**src/rtl/fetch_unit_pkg.sv**
```systemverilog
// Shared fetch-stage types and constants: state enum, reset instruction, IR field positions.
package fetch_unit_pkg;

    typedef logic [31:0] word_t;

    typedef enum logic {
        F_IDLE = 1'b0,
        F_BUSY = 1'b1
    } fetch_state_e;

    localparam word_t NOP_INSN = 32'h0000_0013;

    localparam int OPC_LSB = 0;
    localparam int RD_LSB  = 7;
    localparam int F3_LSB  = 12;
    localparam int RS1_LSB = 15;
    localparam int RS2_LSB = 20;
    localparam int F7_LSB  = 25;

endpackage

```
**src/rtl/fetch_pc_reg.sv**
```systemverilog
// Program counter with next-PC mux/adder. With FETCH_MISALIGN_TRAP_EN a misaligned
// jump target is rejected and latched in a sticky error flag; otherwise low bits are cleared.
module fetch_pc_reg
    import fetch_unit_pkg::*;
#(
    parameter word_t RESET_PC = 32'h0000_0000
) (
    input  logic  clk,
    input  logic  rst_n,
    input  logic  pc_write_i,
    input  logic  pc_sel_i,
    input  word_t pc_target_i,
    output word_t pc_o,
    output logic  misalign_err_o
);

    word_t pc_q, pc_d;

`ifdef FETCH_MISALIGN_TRAP_EN
    logic err_q, err_d, bad_target;

    always_comb begin
        bad_target = pc_write_i && pc_sel_i && (pc_target_i[1:0] != 2'b00);
        err_d      = err_q | bad_target;
        pc_d       = pc_q;
        if (pc_write_i && !bad_target)
            pc_d = pc_sel_i ? pc_target_i : pc_q + 32'd4;
    end

    always_ff @(posedge clk or negedge rst_n) begin
        if (!rst_n) err_q <= 1'b0;
        else        err_q <= err_d;
    end

    assign misalign_err_o = err_q;
`else
    always_comb begin
        pc_d = pc_q;
        if (pc_write_i)
            pc_d = pc_sel_i ? (pc_target_i & 32'hFFFF_FFFC) : pc_q + 32'd4;
    end

    assign misalign_err_o = 1'b0;
`endif

    always_ff @(posedge clk or negedge rst_n) begin
        if (!rst_n) pc_q <= RESET_PC;
        else        pc_q <= pc_d;
    end

    assign pc_o = pc_q;

endmodule

```
**src/rtl/fetch_unit.sv**
```systemverilog
// RV32I multi-cycle fetch stage: PC, IR, and req/ack handshake to instruction memory.
// Optional misaligned-target trap is enabled by defining FETCH_MISALIGN_TRAP_EN.
module fetch_unit
    import fetch_unit_pkg::*;
#(
    parameter word_t RESET_PC = 32'h0000_0000
) (
    input  logic        clk,
    input  logic        rst_n,
    input  logic        PC_Write,
    input  logic        IR_Write,
    input  logic        pc_sel,
    input  logic [31:0] pc_target,
    output logic        imem_req,
    output logic [31:0] imem_addr,
    input  logic [31:0] imem_rdata,
    input  logic        imem_ack,
    output logic [31:0] pc,
    output logic [31:0] ir,
    output logic [6:0]  opcode,
    output logic [2:0]  funct3,
    output logic [6:0]  funct7,
    output logic [4:0]  rs1,
    output logic [4:0]  rs2,
    output logic [4:0]  rd,
    output logic        fetch_busy,
    output logic        ir_valid,
    output logic        misalign_err
);

    fetch_state_e state_q, state_d;
    word_t        ir_q, ir_d, addr_q, addr_d;
    logic         req_q, req_d, vld_q, vld_d;

    fetch_pc_reg #(.RESET_PC(RESET_PC)) u_pc (
        .clk           (clk),
        .rst_n         (rst_n),
        .pc_write_i    (PC_Write),
        .pc_sel_i      (pc_sel),
        .pc_target_i   (pc_target),
        .pc_o          (pc),
        .misalign_err_o(misalign_err)
    );

    // The fetch latches the pre-update PC, so a same-edge PC_Write never races it.
    always_comb begin
        state_d = state_q;
        ir_d    = ir_q;
        addr_d  = addr_q;
        req_d   = req_q;
        vld_d   = 1'b0;
        case (state_q)
            F_IDLE: if (IR_Write && !misalign_err) begin
                addr_d  = pc;
                req_d   = 1'b1;
                state_d = F_BUSY;
            end
            F_BUSY: if (imem_ack) begin
                ir_d    = imem_rdata;
                vld_d   = 1'b1;
                req_d   = 1'b0;
                state_d = F_IDLE;
            end
        endcase
    end

    always_ff @(posedge clk or negedge rst_n) begin
        if (!rst_n) begin
            state_q <= F_IDLE;
            ir_q    <= NOP_INSN;
            addr_q  <= '0;
            req_q   <= 1'b0;
            vld_q   <= 1'b0;
        end else begin
            state_q <= state_d;
            ir_q    <= ir_d;
            addr_q  <= addr_d;
            req_q   <= req_d;
            vld_q   <= vld_d;
        end
    end

    assign imem_req   = req_q;
    assign imem_addr  = addr_q;
    assign ir         = ir_q;
    assign ir_valid   = vld_q;
    assign fetch_busy = (state_q == F_BUSY);
    assign opcode     = ir_q[OPC_LSB +: 7];
    assign rd         = ir_q[RD_LSB  +: 5];
    assign funct3     = ir_q[F3_LSB  +: 3];
    assign rs1        = ir_q[RS1_LSB +: 5];
    assign rs2        = ir_q[RS2_LSB +: 5];
    assign funct7     = ir_q[F7_LSB  +: 7];

endmodule

```
**config.mk**
```make
export PLATFORM = sky130hd
export DESIGN_NAME = fetch_unit
export DESIGN_NICKNAME = d
export VERILOG_FILES = /design/src/rtl/fetch_unit_pkg.sv /design/src/rtl/fetch_pc_reg.sv /design/src/rtl/fetch_unit.sv
export SDC_FILE = /design/constraint.sdc
export NUM_CORES = 1
export LEC_CHECK = 0
export BUFFER_PORTS_ARGS = -buffer_cell sky130_fd_sc_hd__buf_2
export CORE_AREA = 2 2 89 108
export CTS_BUF_LIST = sky130_fd_sc_hd__clkbuf_4
export DETAILED_ROUTE_END_ITERATION = 12
export DIE_AREA = 0 0 91 110
export PLACE_DENSITY = 0.85
export SLEW_MARGIN = 20
export SYNTH_ARGS = -nofsm -noshare
export SYNTH_HDL_FRONTEND = slang
export SYNTH_SLANG_ARGS = --single-unit
```
**constraint.sdc**
```tcl
create_clock -name clk -period 3.5 [get_ports clk]
set_input_delay 0.7 -clock clk [delete_from_list [all_inputs] [get_ports clk]]
set_output_delay 0.7 -clock clk [all_outputs]
set_load 0.05 [all_outputs]
```
Yosys cells after proc, flatten, opt, wreduce, memory -nomap -nowiden

Index checks and enable logic that the tools add are counted.

Register bits: 99
Bits of input ports: 70
Output and inout bits: 132

$add $sub $neg: 1
Equal/unequal tests: 2
Multiplexer cells: 9
Bitwise logic cells: 1
Reduce and logical (&&, ||, !) cells: 3

Operator list:

| cell                                           | count |
|---|---|
| adder 32 x 3 -> 32 bit (second input constant) | 1 |
| two-way mux 32 bit                             | 1 |
| two-way mux 1 bit                              | 6 |
| AND reduction 2 bit                            | 3 |
| inequality test 2 bit (second input constant)  | 2 |
| case mux 1 bit (2 select lines)                | 2 |
| NOT 1 bit                                      | 1 |

Depth between registers and ports, before layout

Gate-level depths: netlist of the first run.

Word-level depth: 3
Mapped depth: 7

Hierarchy

From an unflattened synthesis of the first run, not the netlist that was laid out.

Cell total of the unflattened synthesis: 420
Area total of the unflattened synthesis: 4825.9 um^2

By module, submodules not included:

| module       | times used | cells an instance | area each (um^2) | seq. area each (um^2) |
|---|---|---|---|---|
| fetch_unit   | 1          | 177               | 2747.6           | 1680.4 |
| fetch_pc_reg | 1          | 243               | 2078.2           | 750.7 |

Worst setup path before layout of the first run

OpenSTA, ideal clock, no wires.

Path type: register -> register
Start: register u_pc.pc_q[8] (netlist: u_pc.pc_o[8])
End: register u_pc.pc_q[15] (netlist: u_pc.pc_o[15])
Data arrival time: 2056 ps
Slack: 1312 ps
Cell stages (with the launch flop): 7
Clock period less this slack: 2188 ps
Path through: dfrtp_1 -> buf_2 -> nand4_4 -> nor3_4 -> nand4_1 -> and3_1 -> or3_1

Word-level cells in the longest chain between the ends: 2

Ends and longest elaborated chain:

| element                | RTL line           | text |
|---|---|---|
| from (decl)            | fetch_pc_reg.sv:17 | `word_t pc_q, pc_d;` |
| from (signal assigned) | fetch_pc_reg.sv:48 | `else pc_q <= pc_d;` |
| adder 32 x 3 -> 32 bit | fetch_pc_reg.sv:40 | `pc_d = pc_sel_i ? (pc_target_i & 32'hFFFF_FFFC) : pc_q + 32'd4;` |
| two-way mux 32 bit     | fetch_pc_reg.sv:40 |  |

Every way passes these cells.
A chain may end at the register's enable or synchronous reset.

Worst setup path after layout of the first run

Start: register u_pc.pc_q[2] (netlist: u_pc.pc_o[2])
End: register u_pc.pc_q[30] (netlist: u_pc.pc_o[30])

Same word-level chain as after synthesis.

==> reports/qor.txt, run 1 <==
Status: completed
Root Driver: clkbuf_4
Hold Vio Cnt, Final: 0
Die area: 10010 um2
Worst slack, placed: 1114 ps
Element type at the critical path end: register
Hpwl dp: 8871 um
Critical Path Max Stage Delay: 510 ps
Seq/Total Area, Yosys: 0.5149
Number of antenna violations at the first check in global routing: 0
CTS sink cnt: 95
Pleak: 2.712 nW
Hold_buf cts: 0
Worst vdd ir: 0.4009 mV
Total gr overflow: 0
R2r startpoint: u_pc.pc_o[2]
HP Class: in2async
Core area: 8939 um2
Placed Cells: 693
CTS tree: yes
Ant diodes: 0
Crit path max-delay cell type: dfrtp_1
Die X: 91 um
Gpl congestion: 0.8380
Critical path arrival: 2500 ps
Clock Path Buffers: 2
Final setup vio count: 0
Worst-case clock skew: 17.79 ps
Fin. max-slew vios: 0
Period utilisation layout: 0.6154
H-tree depth: 3
Crit path kind: reg2reg
First-pass GRT wire length: 18770 um
Critical Path Fanout Max: 8
Post-CTS sizing: 0
Clk slew on worst S/H paths: 150 ps
Setup bufs post-CTS: 0
Syn avg cell area: 10.73 um2
Max transition margin: 0.4368
Post-synth top flop: dfrtp_1
Rows: 38
DP Area: 5436 um2
Yosys synthesis warning count: 0
I/O Buffers: 194
Reg2Reg Setup Slack: 1350 ps
Worst R2R Path Depth: 6
Vias in the first global route: 3761
Drt drc: 0
Largest net degree at the start of global routing: 51
Slew @ Worst Pin: 841.9 ps
Setup slack after layout: 1346 ps
Final std cells w/o fill: 709
Synth cell types: 50
Gate Count Post-Synth: 431
Cell area after synthesis: 4624 um2
Yosys top cell area share: 0.4978
WL final: 12040 um
Max capacitance violation total: 0
Initial DRT Pass Iterations: 4
Vias: 3904
CP startpoint: u_pc.pc_o[2]
Clk_lat worst skew: 430 ps
Startpoint Class: register
Power Dens Cells: 777.9 nW/um2
Multi-input logic area: 1844 um2
Layout Nets: 655
Setup TNS: 0 ps
Most frequent cells in the layout: 193 x buf_2, 92 x dfrtp_1, 54 x mux2_2
Routed length per instance: 16.98 um
Post-synth EDFFs: 0
Layout cell share with drive strength beyond 1: 0.4737
Synth top area cells: dfrtp_1 50%, mux2_2 13%, buf_4 6.2%, nand2_1 3.2%, a21oi_1 2.6%
Reg2reg end: u_pc.pc_o[30]
Final min period: 2154 ps
Iter 0 DRT Violations: 191
Ys async rst share: 1.000
Vias/cell: 5.506
I/O pin count: 202
RSZ-0062 raised after global routing: no
Commonest non-fill, non-tap cell in the layout: buf_2
Reg area: 2381 um2
CP cell instances: ha_1, nand3_1, nor3_4, and2_1, a41oi_1, a211oi_1
Synthesis-stage register bit count: 95
Gr usage total: 0.2394
Final Cell Area: 5572 um2
Fmax: 464.3 MHz
Critical Path RT: 3840 ps
DIE HEIGHT: 110 um
Post-route ant nets: 0
FILL cells: 756
Initial Util: 0.5174
CTS buffer count: 9
Yosys top cell by area: dfrtp_1
Area Growth Syn to Fin: 20.48%
synth_stat cells (3+ instances only):
| cell | count |
|---|---|
| inv_1 | 11 |
| a311oi_1 | 3 |
| a21oi_1 | 24 |
| o211ai_1 | 3 |
| buf_4 | 38 |
| nor2_1 | 16 |
| nand2_1 | 39 |
| clkbuf_1 | 15 |
| dfstp_2 | 3 |
| o21ai_0 | 23 |
| a22o_1 | 6 |
| o22ai_1 | 6 |
| nor3_1 | 6 |
| and3_1 | 6 |
| mux2_2 | 54 |
| buf_1 | 4 |
| dfrtp_1 | 92 |
| nor4_1 | 4 |
| mux2i_1 | 4 |
| or3_1 | 3 |
| nor2b_1 | 7 |
| nand4_1 | 9 |
| nand3_1 | 19 |
state kept, by name, indices dropped and copies added (netlist names):
name,flops
u_pc.pc_o,30
ir,32
fetch_busy,1
imem_addr,30
imem_req,1
ir_valid,1
how the worst max path moves through the flow:
stage,end,slack [ps],cells after the start
floorplan,u_pc.pc_o[15],1310,6
global placement,u_pc.pc_o[19],1140,5
detailed placement,u_pc.pc_o[19],1110,5
CTS,u_pc.pc_o[30],1350,6
global route,u_pc.pc_o[30],1160,6
finish,u_pc.pc_o[30],1350,6
critical path, delay by kind of cell (launching register included):
family	cells	cell delay, ps
simple gates	3	910
flops	1	510
compound gates	2	390
fa+ha+maj	1	250
stage by stage:
step                      hold slack [ps]  power, W    util
after detailed placement            468.7  0.003780  0.6082
after global placement              460.9  0.003729  0.6082
final                               264.0  0.004334  0.6233
after floorplan                     404.4  0.003358       -
after global routing                292.4  0.004516  0.6233
after CTS                           262.3  0.004364  0.6233
where the power goes:
group / switching [W] / internal [W]
Clock: 0.000363 / 0.000224
Sequential: 0.000208 / 0.00136
Combinational: 0.00168 / 0.000500
metal layers:
| metal | routed length, um | track usage |
|---|---|---|
| met4 | 190 | 0.09307 |
| met5 | 0 | 0 |
| met3 | 1042 | 0.05846 |
| met1 | 4716 | 0.2885 |
| met2 | 6089 | 0.4185 |
cells by family (layout without fill, tap and decap cells):
kind of cell / after synthesis / count (layout) / synth area share
compound gates: 82 / 82 / 0.1123
fa+ha+maj: 1 / 1 / 0.002705
buf+inv: 72 / 226 / 0.09009
flops: 95 / 95 / 0.5149
mux: 58 / 58 / 0.1402
other cells: 1 / 5 / 0.0008109
simple gates: 122 / 122 / 0.1391
cell type report:
type | instances | area share
multi-input cells | 268 | 0.3310
clock inverters | 6 | 0.01078
repair buffers | 198 | 0.1823
inverters | 12 | 0.008084
well taps | 120 | 0.02695
flip-flops and latches | 95 | 0.4274
clock buffers | 10 | 0.01347
(Power assumes the default switching activity.)
==> inputs of run 2 (changes only) <==
CORE_AREA = 2 2 97 118   (was 2 2 89 108)
DIE_AREA = 0 0 99 120   (was 0 0 91 110)
PLACE_DENSITY = 0.76   (was 0.85)
clock period = 1.75 ns   (was 3.5 ns; I/O delays follow)
==> run 2 against run 1 <==
Effect of this change:
- sequential share of layout area is 3.0 points lower
- critical path depth is 1 lower
- core utilization is 6.2 points lower
- first-iteration DRC count is 6.8% lower
- highest routed layer unchanged
- fmax is 25% higher
- clock power is 120% higher
- die area is 19% higher
- non-clock buffer count is 45 higher
- final cell count is 8.0% higher
- sequential power is 96% higher
- clock skew is 3.8 ps higher
==> reports/qor.txt, run 2 (synthesis gave the netlist of run 1 again) <==
Status: completed
Critical Path RT: 2080 ps
Worst-case clock skew: 21.54 ps
Max capacitance violation total: 0
Gr usage total: 0.2138
Worst R2R Path Depth: 5
I/O Buffers: 194
Initial DRT Pass Iterations: 5
WL final: 12840 um
Power Dens Cells: 1488 nW/um2
H-tree depth: 3
Vias/cell: 5.264
Hold Path Sink: u_pc.pc_o[29]
Root Driver: clkbuf_4
Gpl congestion: 0.8777
Largest net degree at the start of global routing: 41
Routed length per instance: 16.76 um
RSZ-0062 raised after global routing: yes
Final min period: 1724 ps
Drt drc: 0
Worst hold stages: 3
Reg2reg end: u_pc.pc_o[28]
Final setup vio count: 0
Total gr overflow: 0
Critical Path Fanout Max: 5
Design Power: 0.009006 W
Hpwl dp: 9739 um
Post-route ant nets: 0
Reg2Reg Setup Slack: 30 ps
Crit path kind: reg2reg
First-pass GRT wire length: 20060 um
Die X: 99 um
HP Class: in2reg
Iter 0 DRT Violations: 178
Final std cells w/o fill: 766
Ant diodes: 0
Startpoint Class: register
CTS buffer count: 9
Fmax: 580.0 MHz
Most frequent cells in the layout: 193 x buf_2, 74 x dfrtp_1, 54 x mux2_2
Commonest non-fill, non-tap cell in the layout: buf_2
Core area: 10770 um2
R2r startpoint: u_pc.pc_o[21]
Largest register FFs: 32
Hold Vio Cnt, Final: 0
Area Growth Syn to Fin: 30.87%
Clk_lat worst skew: 450 ps
Rows: 42
Fin. max-slew vios: 0
Period utilisation layout: 0.9852
Hold Startpoint: pc_target[29]
Element type at the critical path end: register
Clk slew on worst S/H paths: 150 ps
CTS tree: yes
Vias: 4032
Worst vdd ir: 0.7316 mV
Die area: 11880 um2
Critical path arrival: 2050 ps
Layout cell share with drive strength beyond 1: 0.5536
DIE HEIGHT: 120 um
CTS sink cnt: 95
Layout Nets: 700
Number of antenna violations at the first check in global routing: 1
Pleak: 2.939 nW
Placed Cells: 742
Clock Path Buffers: 2
Initial Util: 0.4293
Vias in the first global route: 3969
I/O pin count: 202
[run 2: changes by cell type in the layout (fill, tap and decap cells not counted), sizes merged]
cell / delta
buf: +44
clkbuf: -1
dlygate4sd3: +1
bufinv: +1
clkinv: +1
inv: -1
[run 2: how the worst max path moves through the flow]
| stage | startpoint | endpoint |
|---|---|---|
| after floorplan | u_pc.pc_o[4] | u_pc.pc_o[17] |
| after global routing | u_pc.pc_o[2] | u_pc.pc_o[22] |
| final | u_pc.pc_o[21] | u_pc.pc_o[28] |
| after detailed placement | u_pc.pc_o[2] | u_pc.pc_o[15] |
| after CTS | u_pc.pc_o[2] | u_pc.pc_o[22] |
| after global placement | u_pc.pc_o[2] | u_pc.pc_o[15] |
[run 2: metrics by stage]
stage	area [um2]	hold WS, ps	TNS, ps	utilization	setup slack [ps]
floorplan	4731	54.41	-719.7	-	-123.7
global placement	5831	297.1	0	0.5412	18.11
detailed placement	5831	297.2	-40.36	0.5412	-15.93
CTS	6012	80.63	0	0.5581	6.098
global route	6052	91.16	-46.48	0.5618	-21.16
finish	6052	116.7	0	0.5618	25.95
[run 2: what timing repair did]
action / CTS / global route
setup endpoints to repair: 6 / 6
hold buffers: 1 / 0
endpoints found under the hold margin: 23 / 0
pin swaps: 1 / 5
setup buffers: 2 / 5
gates resized for setup: 1 / 1
[run 2: metal layers]
| layer | part of all wire | up-vias | track usage |
|---|---|---|---|
| met5 | 0 | - | 0 |
| met2 | 0.49 | 202 | 0.3666 |
| met4 | 0.014 | 0 | 0.07277 |
| li1 | - | 1887 | - |
| met1 | 0.39 | 1926 | 0.2552 |
| met3 | 0.10 | 17 | 0.06290 |
[run 2: final cells by class]
type / instances / area (um2)
Multi-Input combinational cell: 268 / 1902
Inverter: 12 / 45.04
Sequential cell: 95 / 2404
Clock inverter: 7 / 87.58
Tap cell: 132 / 165.2
Clock buffer: 9 / 67.56
Fill cell: 949 / 4721
Timing Repair Buffer: 243 / 1381
[run 2: worst max-delay path: stages, from the launching register on]
cell      delay, ps
dfrtp_2         400
nand4_1         240
nor4_1          470
a311oi_1        160
a31oi_1         200
o211ai_1        120
[run 2: power breakdown]
group	total, W	internal [W]	switching, W
clock network	0.00130	0.000570	0.000732
logic	0.00464	0.00115	0.00349
registers	0.00307	0.00273	0.000341
==> inputs of run 3 (changes only) <==
ABC_AREA = 1   (was unset)
CORE_AREA = 2 2 99 120   (was 2 2 97 118)
DIE_AREA = 0 0 101 122   (was 0 0 99 120)
PLACE_DENSITY = 0.77   (was 0.76)
==> run 3 against run 2 <==
Effect of this change:
- sequential share of layout area fell by 0.65 points
- clock skew fell by 5.1 ps
- power fell by 8.2%
- combinational power fell by 14%
- core utilization fell by 2.2 points
- largest cell class unchanged
- largest power group unchanged
==> reports/qor.txt, run 3 <==
Status: completed
Final Cell Area: 6101 um2
Layout cell share with drive strength beyond 1: 0.3116
First-pass GRT wire length: 20870 um
Period utilisation layout: 0.9363
Setup slack after layout: 111.5 ps
Die area: 12320 um2
Final min period: 1638 ps
Most frequent cell after synthesis: nand2_1
Drt drc: 0
Pleak: 3.386 nW
Fmax: 610.3 MHz
Top delay family on crit path: flip-flops
Critical Path Fanout Max: 4
H-tree depth: 3
Clock Path Buffers: 2
WL final: 13510 um
I/O pin count: 202
Syn avg cell area: 7.605 um2
Initial DRT Pass Iterations: 5
Synthesis-stage register bit count: 95
Initial Util: 0.4456
Critical path arrival: 1290 ps
Ys async rst share: 1.000
Worst slack, placed: 190.4 ps
Cell area after synthesis: 5035 um2
Synth top area cells: dfrtp_1 46%, nand2_1 19%, buf_4 5.5%, nor2_1 5.2%, o21ai_0 5.0%
Routed length per instance: 14.03 um
CP cell instances: buf_4, buf_2
Element type at the critical path end: primary output
Iter 0 DRT Violations: 207
Worst vdd ir: 0.5225 mV
Met2 global-route usage: 0.3833
Power Dens Cells: 1355 nW/um2
Synth top cells by count: 249 x nand2_1, 92 x dfrtp_1, 70 x nor2_1, 50 x o21ai_0, 41 x inv_1
CTS buffer count: 9
Total gr overflow: 0
Setup TNS: 0 ps
Top Usage Layer GRT: met2
CTS tree: yes
Reg2Reg Setup Slack: 160 ps
Fin. max-slew vios: 0
Clk slew on worst S/H paths: 160 ps
Gr usage total: 0.2189
Met3 usage in global routing: 0.03959
Most frequent cells in the layout: 248 x nand2_1, 193 x buf_2, 90 x dfrtp_1
RSZ-0062 raised after global routing: no
Final setup vio count: 0
Vias/cell: 4.893
Clk_lat worst skew: 450 ps
Reg2reg end: u_pc.pc_o[26]
Area Growth Syn to Fin: 21.17%
I/O Buffers: 194
CTS sink cnt: 95
Gpl congestion: 0.8338
Post-synth top flop: dfrtp_1
Yosys top cell area share: 0.4573
Synth cell types: 36
Startpoint Class: register
Critical Path RT: 1400 ps
Vias in the first global route: 4160
Vias: 4712
DP Area: 5947 um2
Number of antenna violations at the first check in global routing: 0
Layout Nets: 894
Largest net degree at the start of global routing: 40
Post-synth EDFFs: 0
R2r startpoint: u_pc.pc_o[2]
Crit path kind: reg2out
Hold Vio Cnt, Final: 0
Gate Count Post-Synth: 662
Yosys top cell by area: dfrtp_1
Critical path depth in cells: 2
Yosys synthesis warning count: 0
Largest register FFs: 32
CP startpoint: u_pc.pc_o[12]
CP endpoint: pc[12]
Met1 GRT Util: 0.2681
Commonest non-fill, non-tap cell in the layout: nand2_1
Crit path max-delay cell type: dfrtp_1
Root Driver: clkbuf_4
CP bufs+invs: 2
Die X: 101 um
Worst R2R Path Depth: 10
Rows: 43
DIE HEIGHT: 122 um
Post-route ant nets: 0
Critical Path Max Stage Delay: 430 ps
Hpwl dp: 10260 um
Worst-case clock skew: 16.46 ps
Max capacitance violation total: 0
Ant diodes: 0
Core area: 11300 um2
HP Class: in2reg
Seq/Total Area, Yosys: 0.4729
==> run 3: cell count changes in the layout (fill, tap and decap cells not counted), moves of 16 or more <==
| cell | change |
|---|---|
| a21oi_1 | -16 |
| buf_4 | -38 |
| nor2_1 | +54 |
| o21ai_0 | +28 |
| mux2_2 | -51 |
| dfrtp_2 | -16 |
| inv_1 | +30 |
| dfrtp_1 | +16 |
| nand2_1 | +212 |
==> run 3: final cells by class <==
class	count	area, um2
Clock buffer	10	75.07
Clock inverter	6	68.82
Fill cell	1106	5197
Inverter	45	168.9
Multi-Input combinational cell	465	2100
Sequential cell	95	2384
Tap cell	135	168.9
Timing Repair Buffer	207	1136
==> run 3: worst reg2reg max path: stages, from the launching register on <==
cell	delay, ps
dfrtp_2	430
ha_1	220
nand2_2	120
nor2_8	160
nand2_4	100
nor2_8	180
nand2_1	70
nand2_1	60
nand3_1	70
nand2_1	60
nand2_1	40
==> run 3: metal layers <==
| metal | up-vias | part of all wire |
|---|---|---|
| li1 | 2349 | - |
| met3 | 18 | 0.066 |
| met1 | 2156 | 0.41 |
| met2 | 189 | 0.50 |
| met5 | - | 0 |
| met4 | 0 | 0.020 |
==> run 3: how the worst min path moves through the flow <==
stage / slack, ps / startpoint / depth (start not counted) / endpoint
after floorplan: 50 / rst_n / 0 / fetch_busy
after global placement: 320 / rst_n / 1 / ir[2]
after detailed placement: 330 / rst_n / 1 / ir[2]
after CTS: 40 / imem_rdata[4] / 3 / ir[4]
after global routing: 60 / imem_rdata[0] / 3 / ir[0]
final: 70 / imem_rdata[4] / 3 / ir[4]
==> run 3: kinds of logic after synthesis <==
logic type	Yosys count	share of synthesized area
AO/OA/AOI/OAI	72	0.07405
XOR/XNOR	3	0.005220
adder cells (fa/ha/maj)	1	0.002485
buffers and inverters	106	0.1136
flip-flops	95	0.4729
multiplexers	3	0.006709
other	1	0.0007448
AND/OR/NAND/NOR	381	0.3243
==> run 3: what timing repair did <==
item / CTS / global route
gates resized for setup: 0 / 0
setup buffers: 0 / 0
setup endpoints to repair: 0 / 0
hold endpoints to repair: 25 / 0
hold buffers: 1 / 0
==> run 3: through the flow <==
| stage | instances | util | hold slack [ps] | total power (W) |
|---|---|---|---|---|
| after detailed placement | 946 | 0.5264 | 327.4 | 0.007088 |
| after CTS | 963 | 0.5400 | 35.98 | 0.008337 |
| after global placement | 946 | 0.5264 | 318.7 | 0.007035 |
| after floorplan | 666 | - | 54.41 | 0.006266 |
| after global routing | 963 | 0.5400 | 55.06 | 0.008706 |
| final | 963 | 0.5400 | 72.58 | 0.008265 |
==> run 3: power by group <==
part           switching (W)  leakage, nW  internal [W]
logic                0.00319         2.16      0.000820
clock network       0.000778       0.0770      0.000460
registers           0.000364         1.15       0.00265
total                0.00433         3.39       0.00393
